[src/rtl/pwm_sample_player.sv]
`default_nettype none
// ============================================================================
// Module   : pwm_sample_player
// Brief    : Windowed sample-ROM player with volume scaling and PWM output.
// Revision : 1.0
// ============================================================================
module pwm_sample_player #(
    parameter int DATA_W     = 8,
    parameter int ADDR_W     = 16,
    parameter int VOL_W      = 4,
    parameter int SAMPLE_DIV = 8192
) (
    input  logic              clk,
    input  logic              rst,
    input  logic              aud_en,
    input  logic              loop_en,
    input  logic [ADDR_W-1:0] start_addr,
    input  logic [ADDR_W-1:0] end_addr,
    input  logic [VOL_W-1:0]  volume,
    output logic [ADDR_W-1:0] rd_addr,
    input  logic [DATA_W-1:0] rd_data,
    output logic              pwm,
    output logic              busy,
    output logic              done
);

    localparam int                c_TICK_W    = (SAMPLE_DIV > 1) ? $clog2(SAMPLE_DIV) : 1;
    localparam int                c_GAIN_W    = VOL_W + 1;
    localparam int                c_PROD_W    = DATA_W + VOL_W + 1;
    localparam logic [c_TICK_W-1:0] c_TICK_LAST = c_TICK_W'(SAMPLE_DIV - 1);
    localparam logic [DATA_W-1:0] c_PWM_LAST  = {DATA_W{1'b1}};

    typedef enum logic [0:0] {
        S_IDLE = 1'b0,
        S_PLAY = 1'b1
    } state_t;

    state_t              r_state;
    logic                r_sync1;
    logic                r_en_s;
    logic                r_en_d;
    logic [ADDR_W-1:0]   r_start;
    logic [ADDR_W-1:0]   r_end;
    logic [ADDR_W-1:0]   r_rd_addr;
    logic [c_TICK_W-1:0] r_tick_cnt;
    logic [DATA_W-1:0]   r_sample;
    logic [DATA_W-1:0]   r_pwm_cnt;
    logic [DATA_W-1:0]   r_duty;
    logic                r_pwm;
    logic                r_done;

    logic                w_rise;
    logic                w_fall;
    logic                w_tick;
    logic                w_at_end;
    logic                w_finish;
    logic                w_play_next;
    logic [c_GAIN_W-1:0] w_gain;
    logic [c_PROD_W-1:0] w_prod;
    logic [DATA_W-1:0]   w_scaled;

    assign w_rise   = r_en_s & ~r_en_d;
    assign w_fall   = ~r_en_s & r_en_d;
    assign w_tick   = (r_state == S_PLAY) && (r_tick_cnt == c_TICK_LAST);
    assign w_at_end = (r_rd_addr == r_end);
    // A falling enable on the same clock as the end tick suppresses done.
    assign w_finish = w_tick && w_at_end && !loop_en && !w_fall;

    assign w_play_next = (r_state == S_IDLE) ? w_rise : !(w_fall || w_finish);

    // (volume+1) <= 2^VOL_W, so the shifted product always fits DATA_W bits.
    assign w_gain   = {1'b0, volume} + c_GAIN_W'(1);
    assign w_prod   = c_PROD_W'(rd_data) * c_PROD_W'(w_gain);
    assign w_scaled = DATA_W'(w_prod >> VOL_W);

    always_ff @(posedge clk) begin
        if (rst) begin
            r_sync1 <= 1'b0;
            r_en_s  <= 1'b0;
            r_en_d  <= 1'b0;
        end else begin
            r_sync1 <= aud_en;
            r_en_s  <= r_sync1;
            r_en_d  <= r_en_s;
        end
    end

    always_ff @(posedge clk) begin
        if (rst) begin
            r_state    <= S_IDLE;
            r_start    <= '0;
            r_end      <= '0;
            r_rd_addr  <= '0;
            r_tick_cnt <= '0;
            r_sample   <= '0;
            r_done     <= 1'b0;
        end else begin
            case (r_state)
                S_IDLE: begin
                    if (w_rise) begin
                        r_state    <= S_PLAY;
                        r_start    <= start_addr;
                        r_end      <= end_addr;
                        r_rd_addr  <= start_addr;
                        r_tick_cnt <= '0;
                        r_sample   <= '0;
                    end
                end
                S_PLAY: begin
                    if (w_fall) begin
                        r_state <= S_IDLE;
                    end else begin
                        r_tick_cnt <= w_tick ? '0 : r_tick_cnt + c_TICK_W'(1);
                        if (w_tick) begin
                            r_sample <= w_scaled;
                            if (!w_at_end) begin
                                r_rd_addr <= r_rd_addr + ADDR_W'(1);
                            end else if (loop_en) begin
                                r_rd_addr <= r_start;
                            end else begin
                                r_state <= S_IDLE;
                            end
                        end
                    end
                end
                default: r_state <= S_IDLE;
            endcase
            r_done <= w_finish;
        end
    end

    // Duty only reloads at the period boundary so a period is never cut short.
    always_ff @(posedge clk) begin
        if (rst) begin
            r_pwm_cnt <= '0;
            r_duty    <= '0;
            r_pwm     <= 1'b0;
        end else begin
            r_pwm_cnt <= r_pwm_cnt + DATA_W'(1);
            if (!w_play_next) begin
                r_duty <= '0;
            end else if (r_pwm_cnt == c_PWM_LAST) begin
                r_duty <= r_sample;
            end
            r_pwm <= w_play_next && (r_pwm_cnt < r_duty);
        end
    end

    assign rd_addr = r_rd_addr;
    assign pwm     = r_pwm;
    assign busy    = (r_state == S_PLAY);
    assign done    = r_done;

endmodule
`default_nettype wire
[config.mk]
export PLATFORM = sky130hd
export DESIGN_NAME = pwm_sample_player
export DESIGN_NICKNAME = d
export VERILOG_FILES = /design/src/rtl/pwm_sample_player.sv
export SDC_FILE = /design/constraint.sdc
export NUM_CORES = 1
export LEC_CHECK = 0
export ABC_AREA = 1
export CAP_MARGIN = 20
export CORE_MARGIN = 4
export CORE_UTILIZATION = 45
export DETAILED_ROUTE_END_ITERATION = 8
export PLACE_DENSITY_LB_ADDON = 0.25
export SYNTH_ARGS = -nofsm -noshare
export SYNTH_HDL_FRONTEND = slang
export SYNTH_SLANG_ARGS = --single-unit
[constraint.sdc]
create_clock -name clk -period 6.7 [get_ports clk]
set_input_delay 2.01 -clock clk [delete_from_list [all_inputs] [get_ports clk]]
set_output_delay 2.01 -clock clk [all_outputs]
set_load 0.1 [all_outputs]
== After elaboration in Yosys (flattened, before gate mapping) ==
Cells that the tools add are included.
Storage, ports and cells
  register bits after elaboration: 91
  latch bits: 0
  RAM bits: 0
  memory bits (read-only): 0
  input port bits: 48
  output and inout port bits: 19
  memories: 0
Operators by class
  add/subtract/negate cells: 4
  $mul: 1
  divide/modulo/power cells: 0
  magnitude comparators: 1
  eq/ne operators: 7
  shifts and indexed selects: 0
  multiplexer cells: 21
  bitwise logic cells: 6
  reduce and logical (&&, ||, !) cells: 14
Operators by type and width (number)
  $mux 16: 5
  $mux 13: 3
  $pmux 16 s2: 1
  $pmux 13 s2: 1
  $mux 8: 3
  $add 16x1->16 const B: 1
  $eq 16x16->1: 1
  $pmux 8 s2: 1
  $add 13x1->13 const B: 1
  $eq 13x13->1 const B: 1
  $mul 8x5->12: 1
  $add 8x1->8 const B: 1
  $eq 8x8->1 const B: 1
  $lt 8x8->1: 1
  $mux 1: 6
  $add 4x1->5 const B: 1
  $logic_and 1x1->1: 5
  $ne 2x2->1 const B: 2
  $not 1->1: 4
  $reduce_and 2->1: 2
  $reduce_and 4->1: 1
  $logic_not 1->1: 3
  $ne 3x3->1 const B: 1
  $reduce_and 3->1: 1
  5 further kinds: 6

== Longest topological paths before layout ==
Gate-level depths: netlist (run 1).
  depth in word-level cells: 10
  depth in mapped cells: 21

== Worst setup path after synthesis (run 1) ==
Ideal clock, no wire load.
  path type: input to register
  start: in volume[0]
  end: reg r_sample[7]
  setup time: 0.132 ns
  arrival time: 5.296 ns
  data required time: 6.568 ns
  slack: 1.271 ns
  stages on the path: 18
  buffers on the path: 0
  path through: ha_1 > xor2_1 > inv_1 > nor2_1 > fa_1 > fa_1 > inv_1 > fa_1 > inv_1 > ha_1 > a21oi_1 > inv_1 > o21ai_0 > nand3_1 > inv_1 > nand2_1 > nand3_1 > a21oi_1
On the way
  word-level cells in the longest chain between the ends: 5
Ends and longest elaborated chain
  from (decl): RTL line 19  | input logic [VOL_W-1:0] volume,
  $add 4x1->5: RTL line 72  | assign w_gain = {1'b0, volume} + c_GAIN_W'(1);
  $mul 8x5->12: RTL line 73  | assign w_prod = c_PROD_W'(rd_data) * c_PROD_W'(w_gain);
  $mux 8: RTL line 114  | if (w_tick) begin
  $mux 8: RTL line 110  | if (w_fall) begin
  $pmux 8 s2: RTL line 98  | case (r_state)
  to (signal assigned): RTL line 115  | r_sample <= w_scaled;
  to (decl): RTL line 46  | logic [DATA_W-1:0] r_sample;
Every way passes these cells. The select of a mux whose other input is x is not followed.
A chain may end at the register's enable or synchronous reset.

== Worst setup path in the final report (run 1) ==
Ends and elaborated chain as after synthesis.

==> results of run 1 <==
## worst min-delay path: cells and delay by family (launching register included)
family                 cells  cell delay, ns
AOI/OAI and AO/OA          1            0.05
buffers and inverters      1            0.05
DFF                        1            0.29
## synthesized netlist by cell type (9+ instances only)
master	number	area share [%]
a21oi_1	70	5.8
clkbuf_1	14	0.87
dfxtp_1	91	30
fa_1	16	5.3
ha_1	29	6.0
inv_1	161	10
inv_2	9	0.56
nand2_1	245	15
nand3_1	77	6.4
nand4_1	9	0.93
nor2_1	78	4.8
o21ai_0	43	3.5
xor2_1	13	1.9
## cells in the final DEF (no fill, tap or decap), types with 9 or more instances in the layout
master,count
a21oi_1,70
clkbuf_16,9
clkdlybuf4s50_1,65
dfxtp_1,91
fa_1,16
ha_1,29
inv_1,161
inv_2,9
nand2_1,244
nand3_1,77
nand4_1,9
nor2_1,78
o21ai_0,43
xor2_1,13
## cells by family after synthesis
kind of cell | Yosys count | synth area share [%]
compound gates | 134 | 12.27
xor+xnor | 16 | 2.309
fa+ha+maj | 45 | 11.26
buf+inv | 201 | 13.24
flops | 91 | 30.02
simple gates | 438 | 30.91
## final timing paths
path                                     to  slack, ns  cells after the start
worst max-delay path            r_sample[7]       0.59                     19
worst min-delay path            r_sample[0]       0.44                      2
worst max register to register   rd_addr[8]       3.31                      9
worst min register to register  r_sample[0]       0.44                      2
## per-stage QoR
stage               power (W)  instance area [um2]  hold WS (ns)  utilization [%]
floorplan           0.0008890                 6068        0.3883                -
global placement    0.0009866                 6814        0.4351            51.46
detailed placement  0.0009886                 6814        0.4347            51.46
CTS                  0.001523                 7122        0.4467            53.78
global route         0.001602                 7142        0.4735            53.93
finish               0.001508                 7142        0.4433            53.93
## sequential cells by signal, indices dropped and copies added (netlist names), 8 cells and up
register    flops
r_duty          8
r_end          16
r_pwm_cnt       8
r_sample        8
r_start        16
r_tick_cnt     13
rd_addr        16
## report_power, final
part / internal, W / switching, W / leakage (nW) / total, W
Combinational: 0.000143 / 0.000257 / 2.36 / 0.000400
Clock: 0.000324 / 0.000206 / 0.152 / 0.000530
Sequential: 0.000560 / 0.0000178 / 0.740 / 0.000578
## layout make-up
cell class	instances	area, um2	area share, %
repair buffers	70	698.2	9.776
well taps	176	220.2	3.083
clock inverters	5	78.83	1.104
inverters	172	648.1	9.075
flip-flops and latches	91	1822	25.51
clock buffers	10	229.0	3.206
multi-input cells	633	3446	48.25
## per-layer routing
layer  vias up  global-route usage (%)  wire, um
met4         0                   6.092       168
li1       2995                       -         -
met5         -                       0         0
met2       111                   30.91      6231
met3        13                   2.906       745
met1      2524                   26.60      6815
==> out/qor.yml, run 1 <==
outcome: "finished, final reports clean"
max_clock_freq_ghz: 0.1637
clk_latency_ns: 0.34
cp-startpoint: "volume[0]"
antenna_found_initial: 0
cpPeakStageDelay_ns: 0.60
die_area_um2: 15410
initial_core_util_pct: 45.82
drt_iter0_drc: 295
syn_nets: 1018
rsz0062_at_grt: "false"
slowest_stage: "clkdlybuf4s50_1"
async_reset_ff_share_pct: 0
viasPerCell: 4.877
cp_data_required_time_ns: 6.90
final_cells: 1157
grt_overflow: 0
crit_top_cell: "inv_1"
syn_inst: 925
n_antenna_cell: 0
vias: 5643
cts_sinks: 91
clk_path_buf_depth: 2
h-tree-depth: 3
hold_viol_final: 0
relSlewSlack_pct: 33.96
drive_above_1_share_pct: 5.912
critical_path_buf_inv_count: 6
drt-wirelength-per-cell_um: 12.07
ys_ff_latch: 91
cp-start-kind: "primary input"
hpwlAfterDp_um: 10200
finalCritPeriodShare_pct: 91.15
dieHeight_um: 124.1
routed_wl_um: 13960
rows: 42
cellLeakagePower_nw: 3.257
hold_start: "r_sample[0]"
clk_pin_slew_worst_paths_ns: 0.06
dr.pass1.iters: 4
crit_type: "in2reg"
fin_ws_ns: 0.5928
powerDensity_nw_per_um2: 211.1
ctsResizeCount: 0
crit_family: "adder cells"
synth_cell_types: 42
place_inst: 1141
grt_pass1_wl_um: 24010
setup_viol: 0
ys_seq_area_share_pct: 30.02
period_needed_ns: 6.107
io_buffers: 66
arrival_ns: 6.31
antenna_left: 0
nets: 1070
place_congestion: 0.9081
grt_max_degree: 66
grt_usage_pct: 19.24
crit_path_end_kind: "register"
max_slew.worst_pin.slew_ns: 0.9895
cp_max_fo: 7
dp_slack_ns: 0.2856
coreArea_um2: 13240
cts_hold_buf: 0
ys.flop_type: "dfxtp_1"
setup_tns_ns: 0
grt_pass1_vias: 5267
path_cells: "clkdlybuf4s50_1 > ha_1 > xor2_1 > inv_1 > nor2_1 > fa_1 > fa_1 > inv_1 > fa_1 > inv_1 > ha_1 > a21oi_1 > inv_1 > o21ai_0 > nand3_1 > inv_1 > nand2_1 > nand3_1 > a21oi_1"
ys_warn_count: 0
slew_violations: 0
fill_cells: 1375
finClkSkew_ns: 0.008476
synth-edff-count: 0
netlist_area_um2: 6068
clock_tree.root_cell: "clkbuf_16"
hold_class: "reg2reg"
crit-reg2reg-launch: "busy"
cts_setup_buffers: 0
drc: 0
numCtsBuffers: 9
io_pins: 67
fp.dieW_um: 124.1
maxCapViolCount: 0
syn2layout_area_growth_pct: 17.69
cts_tree: "done"
syn_avg_cell_area_um2: 6.560
vdd_ir_drop_max_mv: 0.1312
Power figures use the tool's default switching activity.
==> run 2, diff against run 1 <==
--- a/config.mk
+++ b/config.mk
@@ -6,11 +6,11 @@
 export NUM_CORES = 1
 export LEC_CHECK = 0
 export ABC_AREA = 1
-export CAP_MARGIN = 20
 export CORE_MARGIN = 4
 export CORE_UTILIZATION = 45
 export DETAILED_ROUTE_END_ITERATION = 8
 export PLACE_DENSITY_LB_ADDON = 0.25
+export SLEW_MARGIN = 20
 export SYNTH_ARGS = -nofsm -noshare
 export SYNTH_HDL_FRONTEND = slang
 export SYNTH_SLANG_ARGS = --single-unit
==> run 2 against run 1 <==
Global-route usage did not move. First-iteration DRC count is 3.1% lower. Critical path type unchanged. Via count increased by 0.74%. Cell count barely moved. Largest cell class unchanged. Highest routed layer unchanged. Design area fell by 0.21%. Utilization down 0.11 points.
==> out/qor.yml, run 2 (synthesized netlist as in run 1, its figures left out) <==
dp_slack_ns: 0.2856
finClkSkew_ns: 0.01004
die_area_um2: 15410
final_common_cell: "nand2_1"
initial_core_util_pct: 45.82
final_cell_mix: "nand2_1 (244), inv_1 (161), dfxtp_1 (91)"
n_antenna_cell: 0
cp_data_required_time_ns: 6.90
vdd_ir_drop_max_mv: 0.1311
hpwlAfterDp_um: 10200
cts_tree: "done"
relSlewSlack_pct: 34.60
grt_pass1_vias: 5267
hold_path_depth: 2
crit_path_end_kind: "register"
routed_wl_um: 14020
nets: 1069
vias: 5685
clk_latency_ns: 0.34
clk_pin_slew_worst_paths_ns: 0.06
io_buffers: 66
io_pins: 67
clk_path_buf_depth: 2
rrSetupSlack_ns: 3.24
cp_max_fo: 7
drive_above_1_share_pct: 5.816
place_congestion: 0.9081
dr.pass1.iters: 4
cts_sinks: 91
grt_max_degree: 66
whs_ns: 0.4429
max_clock_freq_ghz: 0.1637
dieHeight_um: 124.1
coreArea_um2: 13240
setup_viol: 0
ctsResizeCount: 0
drt-wirelength-per-cell_um: 12.12
final_core_util_pct: 53.82
grt_overflow: 0
fp.dieW_um: 124.1
place_inst: 1141
final_cells: 1156
syn2layout_area_growth_pct: 17.44
max_slew.worst_pin.slew_ns: 0.9799
r2r_cells: 8
arrival_ns: 6.31
grt_pass1_wl_um: 24010
hold_viol_final: 0
cp-start-kind: "primary input"
cellLeakagePower_nw: 3.249
antenna_left: 0
fin_ws_ns: 0.5930
cts_setup_buffers: 0
clock_tree.root_cell: "clkbuf_16"
viasPerCell: 4.918
numCtsBuffers: 9
h-tree-depth: 3
drc: 0
cts_hold_buf: 0
powerDensity_nw_per_um2: 211.7
outcome: "finished, final reports clean"
setup_tns_ns: 0
slew_violations: 0
hold_class: "reg2reg"
grt_usage_pct: 19.24
crit_type: "in2reg"
finalCritPeriodShare_pct: 91.15
maxCapViolCount: 0
period_needed_ns: 6.107
rows: 42
rsz0062_at_grt: "false"
antenna_found_initial: 0
drt_iter0_drc: 286
## run 2: area by class of cell
| type | instances | area, um2 |
|---|---|---|
| clock buffers | 10 | 229.0 |
| clock inverters | 5 | 78.83 |
| fillers | 1377 | 6116 |
| inverters | 172 | 648.1 |
| multi-input cells | 633 | 3451 |
| flip-flops and latches | 91 | 1822 |
| well taps | 176 | 220.2 |
| repair buffers | 69 | 678.2 |
## run 2: worst paths after layout
check / startpoint / end
setup / recovery: volume[0] / r_sample[7]
hold / removal: r_sample[0] / r_sample[0]
setup reg to reg: busy / rd_addr[8]
hold reg to reg: r_sample[0] / r_sample[0]
## run 2: routing by layer
layer	track usage, %	routed length [um]	vias to the layer above
met5	0	0	-
met4	6.092	193	0
met3	2.906	652	15
met2	30.91	6229	103
met1	26.60	6942	2577
li1	-	-	2990
## run 2: critical path, stage by stage
cell,delay [ns]
clkdlybuf4s50_1,0.61
ha_1,0.23
xor2_1,0.31
inv_1,0.18
nor2_1,0.14
fa_1,0.45
fa_1,0.55
inv_1,0.05
fa_1,0.53
inv_1,0.04
ha_1,0.34
a21oi_1,0.25
inv_1,0.09
o21ai_0,0.17
nand3_1,0.11
inv_1,0.07
nand2_1,0.05
nand3_1,0.07
a21oi_1,0.06
## run 2: report_power, final
group	switching [W]	leakage, nW	internal, W
registers	0.0000178	0.740	0.000560
logic	0.000257	2.36	0.000143
clock network	0.000207	0.152	0.000324
total	0.000482	3.25	0.00103
## run 2: metrics by stage
stage | total power, W | instance area (um2)
CTS | 0.001523 | 7122
finish | 0.001509 | 7127
detailed placement | 0.0009886 | 6814
floorplan | 0.0008890 | 6068
global route | 0.001601 | 7127
global placement | 0.0009866 | 6814
==> run 3, diff against run 2 <==
--- a/config.mk
+++ b/config.mk
@@ -9,6 +9,7 @@
 export CORE_MARGIN = 4
 export CORE_UTILIZATION = 45
 export DETAILED_ROUTE_END_ITERATION = 8
+export GPL_TIMING_DRIVEN = 0
 export PLACE_DENSITY_LB_ADDON = 0.25
 export SLEW_MARGIN = 20
 export SYNTH_ARGS = -nofsm -noshare
==> run 3 against run 2 <==
Power is 3.2% lower. Clock skew rose by 0.0019 ns. Utilization is 0.62 points higher. Design area up 1.2%. Cell count increased by 2.2%. Global-route usage grew 1.0 points. Non-clock buffer count increased by 25. Count of clock-buffer cells in the layout rose by 1. Die area is the same. Sequential power about the same. Combinational power grew 4%. First-iteration DRC count is 35% higher.
==> out/qor.yml, run 3 (synthesized netlist as in run 1, its figures left out) <==
outcome: "finished, final reports clean"
cp_max_fo: 7
drive_above_1_share_pct: 6.567
path_cells: "clkdlybuf4s50_1 > ha_1 > xor2_1 > inv_1 > nor2_1 > fa_1 > fa_1 > inv_1 > fa_1 > inv_1 > ha_1 > a21oi_1 > inv_1 > o21ai_0 > nand3_1 > inv_1 > nand2_1 > nand3_1 > a21oi_1"
hold_class: "reg2reg"
grt_overflow: 0
worstReg2RegEnd: "r_start[6]"
grt_usage_pct: 20.29
grt_pass1_wl_um: 24600
numCtsBuffers: 9
max_slew.worst_pin.slew_ns: 0.9718
syn2layout_area_growth_pct: 18.80
r2r_cells: 6
clk_pin_slew_worst_paths_ns: 0.06
h-tree-depth: 3
cp_data_required_time_ns: 6.91
routed_wl_um: 14870
final_cells: 1181
die_area_um2: 15410
viasPerCell: 4.902
max_clock_freq_ghz: 0.1646
whs_ns: 0.4119
antenna_left: 0
cts_setup_buffers: 0
setup_viol: 0
final_cell_mix: "nand2_1 (245), inv_1 (161), dfxtp_1 (91)"
cp-start-kind: "primary input"
final_common_cell: "nand2_1"
fp.dieW_um: 124.1
drc: 0
period_needed_ns: 6.075
hpwlAfterDp_um: 11470
crit_type: "in2reg"
crit-reg2reg-launch: "busy"
hold_viol_final: 0
vias: 5789
finalCritPeriodShare_pct: 90.67
cp-startpoint: "volume[0]"
grt_max_degree: 15
initial_core_util_pct: 45.82
rsz0062_at_grt: "false"
coreArea_um2: 13240
cts_sinks: 91
crit_top_cell: "inv_1"
vdd_ir_drop_max_mv: 0.1236
critical_path_buf_inv_count: 6
dr.pass1.iters: 5
cellLeakagePower_nw: 3.295
slew_violations: 0
hold_start: "r_sync1"
setup_tns_ns: 0
powerDensity_nw_per_um2: 202.5
drt_iter0_drc: 385
cpPeakStageDelay_ns: 0.59
grt_pass1_vias: 5265
crit_family: "adder cells"
cp.depth: 19
clk_path_buf_depth: 2
finClkSkew_ns: 0.01197
nets: 1094
endpoint: "r_sample[7]"
cts_tree: "done"
n_antenna_cell: 0
arrival_ns: 6.29
io_buffers: 65
place_congestion: 0.8786
dieHeight_um: 124.1
cts_hold_buf: 0
rrSetupSlack_ns: 4.61
io_pins: 67
ctsResizeCount: 0
antenna_found_initial: 0
relSlewSlack_pct: 35.01
clock_tree.root_cell: "clkbuf_16"
maxCapViolCount: 0
crit_path_end_kind: "register"
rows: 42
slowest_stage: "clkdlybuf4s50_1"
drt-wirelength-per-cell_um: 12.59
place_inst: 1166
clk_latency_ns: 0.35
## run 3: worst min path at each step
stage                   to  cells after the start
floorplan           r_en_s                      2
global placement    r_en_s                      2
detailed placement  r_en_s                      2
CTS                 r_en_s                      2
global route        r_en_s                      2
finish              r_en_s                      2
## run 3: report_power, final
group	total, W	switching, W	internal [W]
combinational	0.000416	0.000264	0.000152
sequential	0.000576	0.0000156	0.000560
clock	0.000468	0.000209	0.000259
total	0.00146	0.000489	0.000971
## run 3: per-layer routing
| layer | global-route usage, % | vias up | wire (um) |
|---|---|---|---|
| li1 | - | 3031 | - |
| met1 | 26.77 | 2610 | 7012 |
| met2 | 33.82 | 133 | 6867 |
| met3 | 4.178 | 15 | 814 |
| met4 | 5.407 | 0 | 172 |
| met5 | 0 | - | 0 |
## run 3: area by class of cell
cell class / instances / area (um2)
Multi-Input combinational cell: 633 / 3443
Tap cell: 176 / 220.2
Fill cell: 1347 / 6033
Inverter: 172 / 648.1
Clock inverter: 4 / 27.53
Sequential cell: 91 / 1822
Buffer: 29 / 155.1
Clock buffer: 11 / 242.7
Timing Repair Buffer: 65 / 650.6
## run 3: tightest hold or removal path, delay by kind of cell, from the launching register on
family / cells / cell delay (ns)
and+or+nand+nor: 1 / 0.03
buffers and inverters: 1 / 0.04
DFF: 1 / 0.30
## run 3: metrics by stage
step | cell area (um2) | setup WS [ns] | util, % | power, W
after floorplan | 6068 | 1.271 | - | 0.0008890
after global placement | 6939 | 0.3088 | 52.40 | 0.001001
after detailed placement | 6939 | 0.3238 | 52.40 | 0.001002
after CTS | 7209 | 0.6792 | 54.44 | 0.001474
after global routing | 7209 | 0.2636 | 54.44 | 0.001550
final | 7209 | 0.6251 | 54.44 | 0.001460
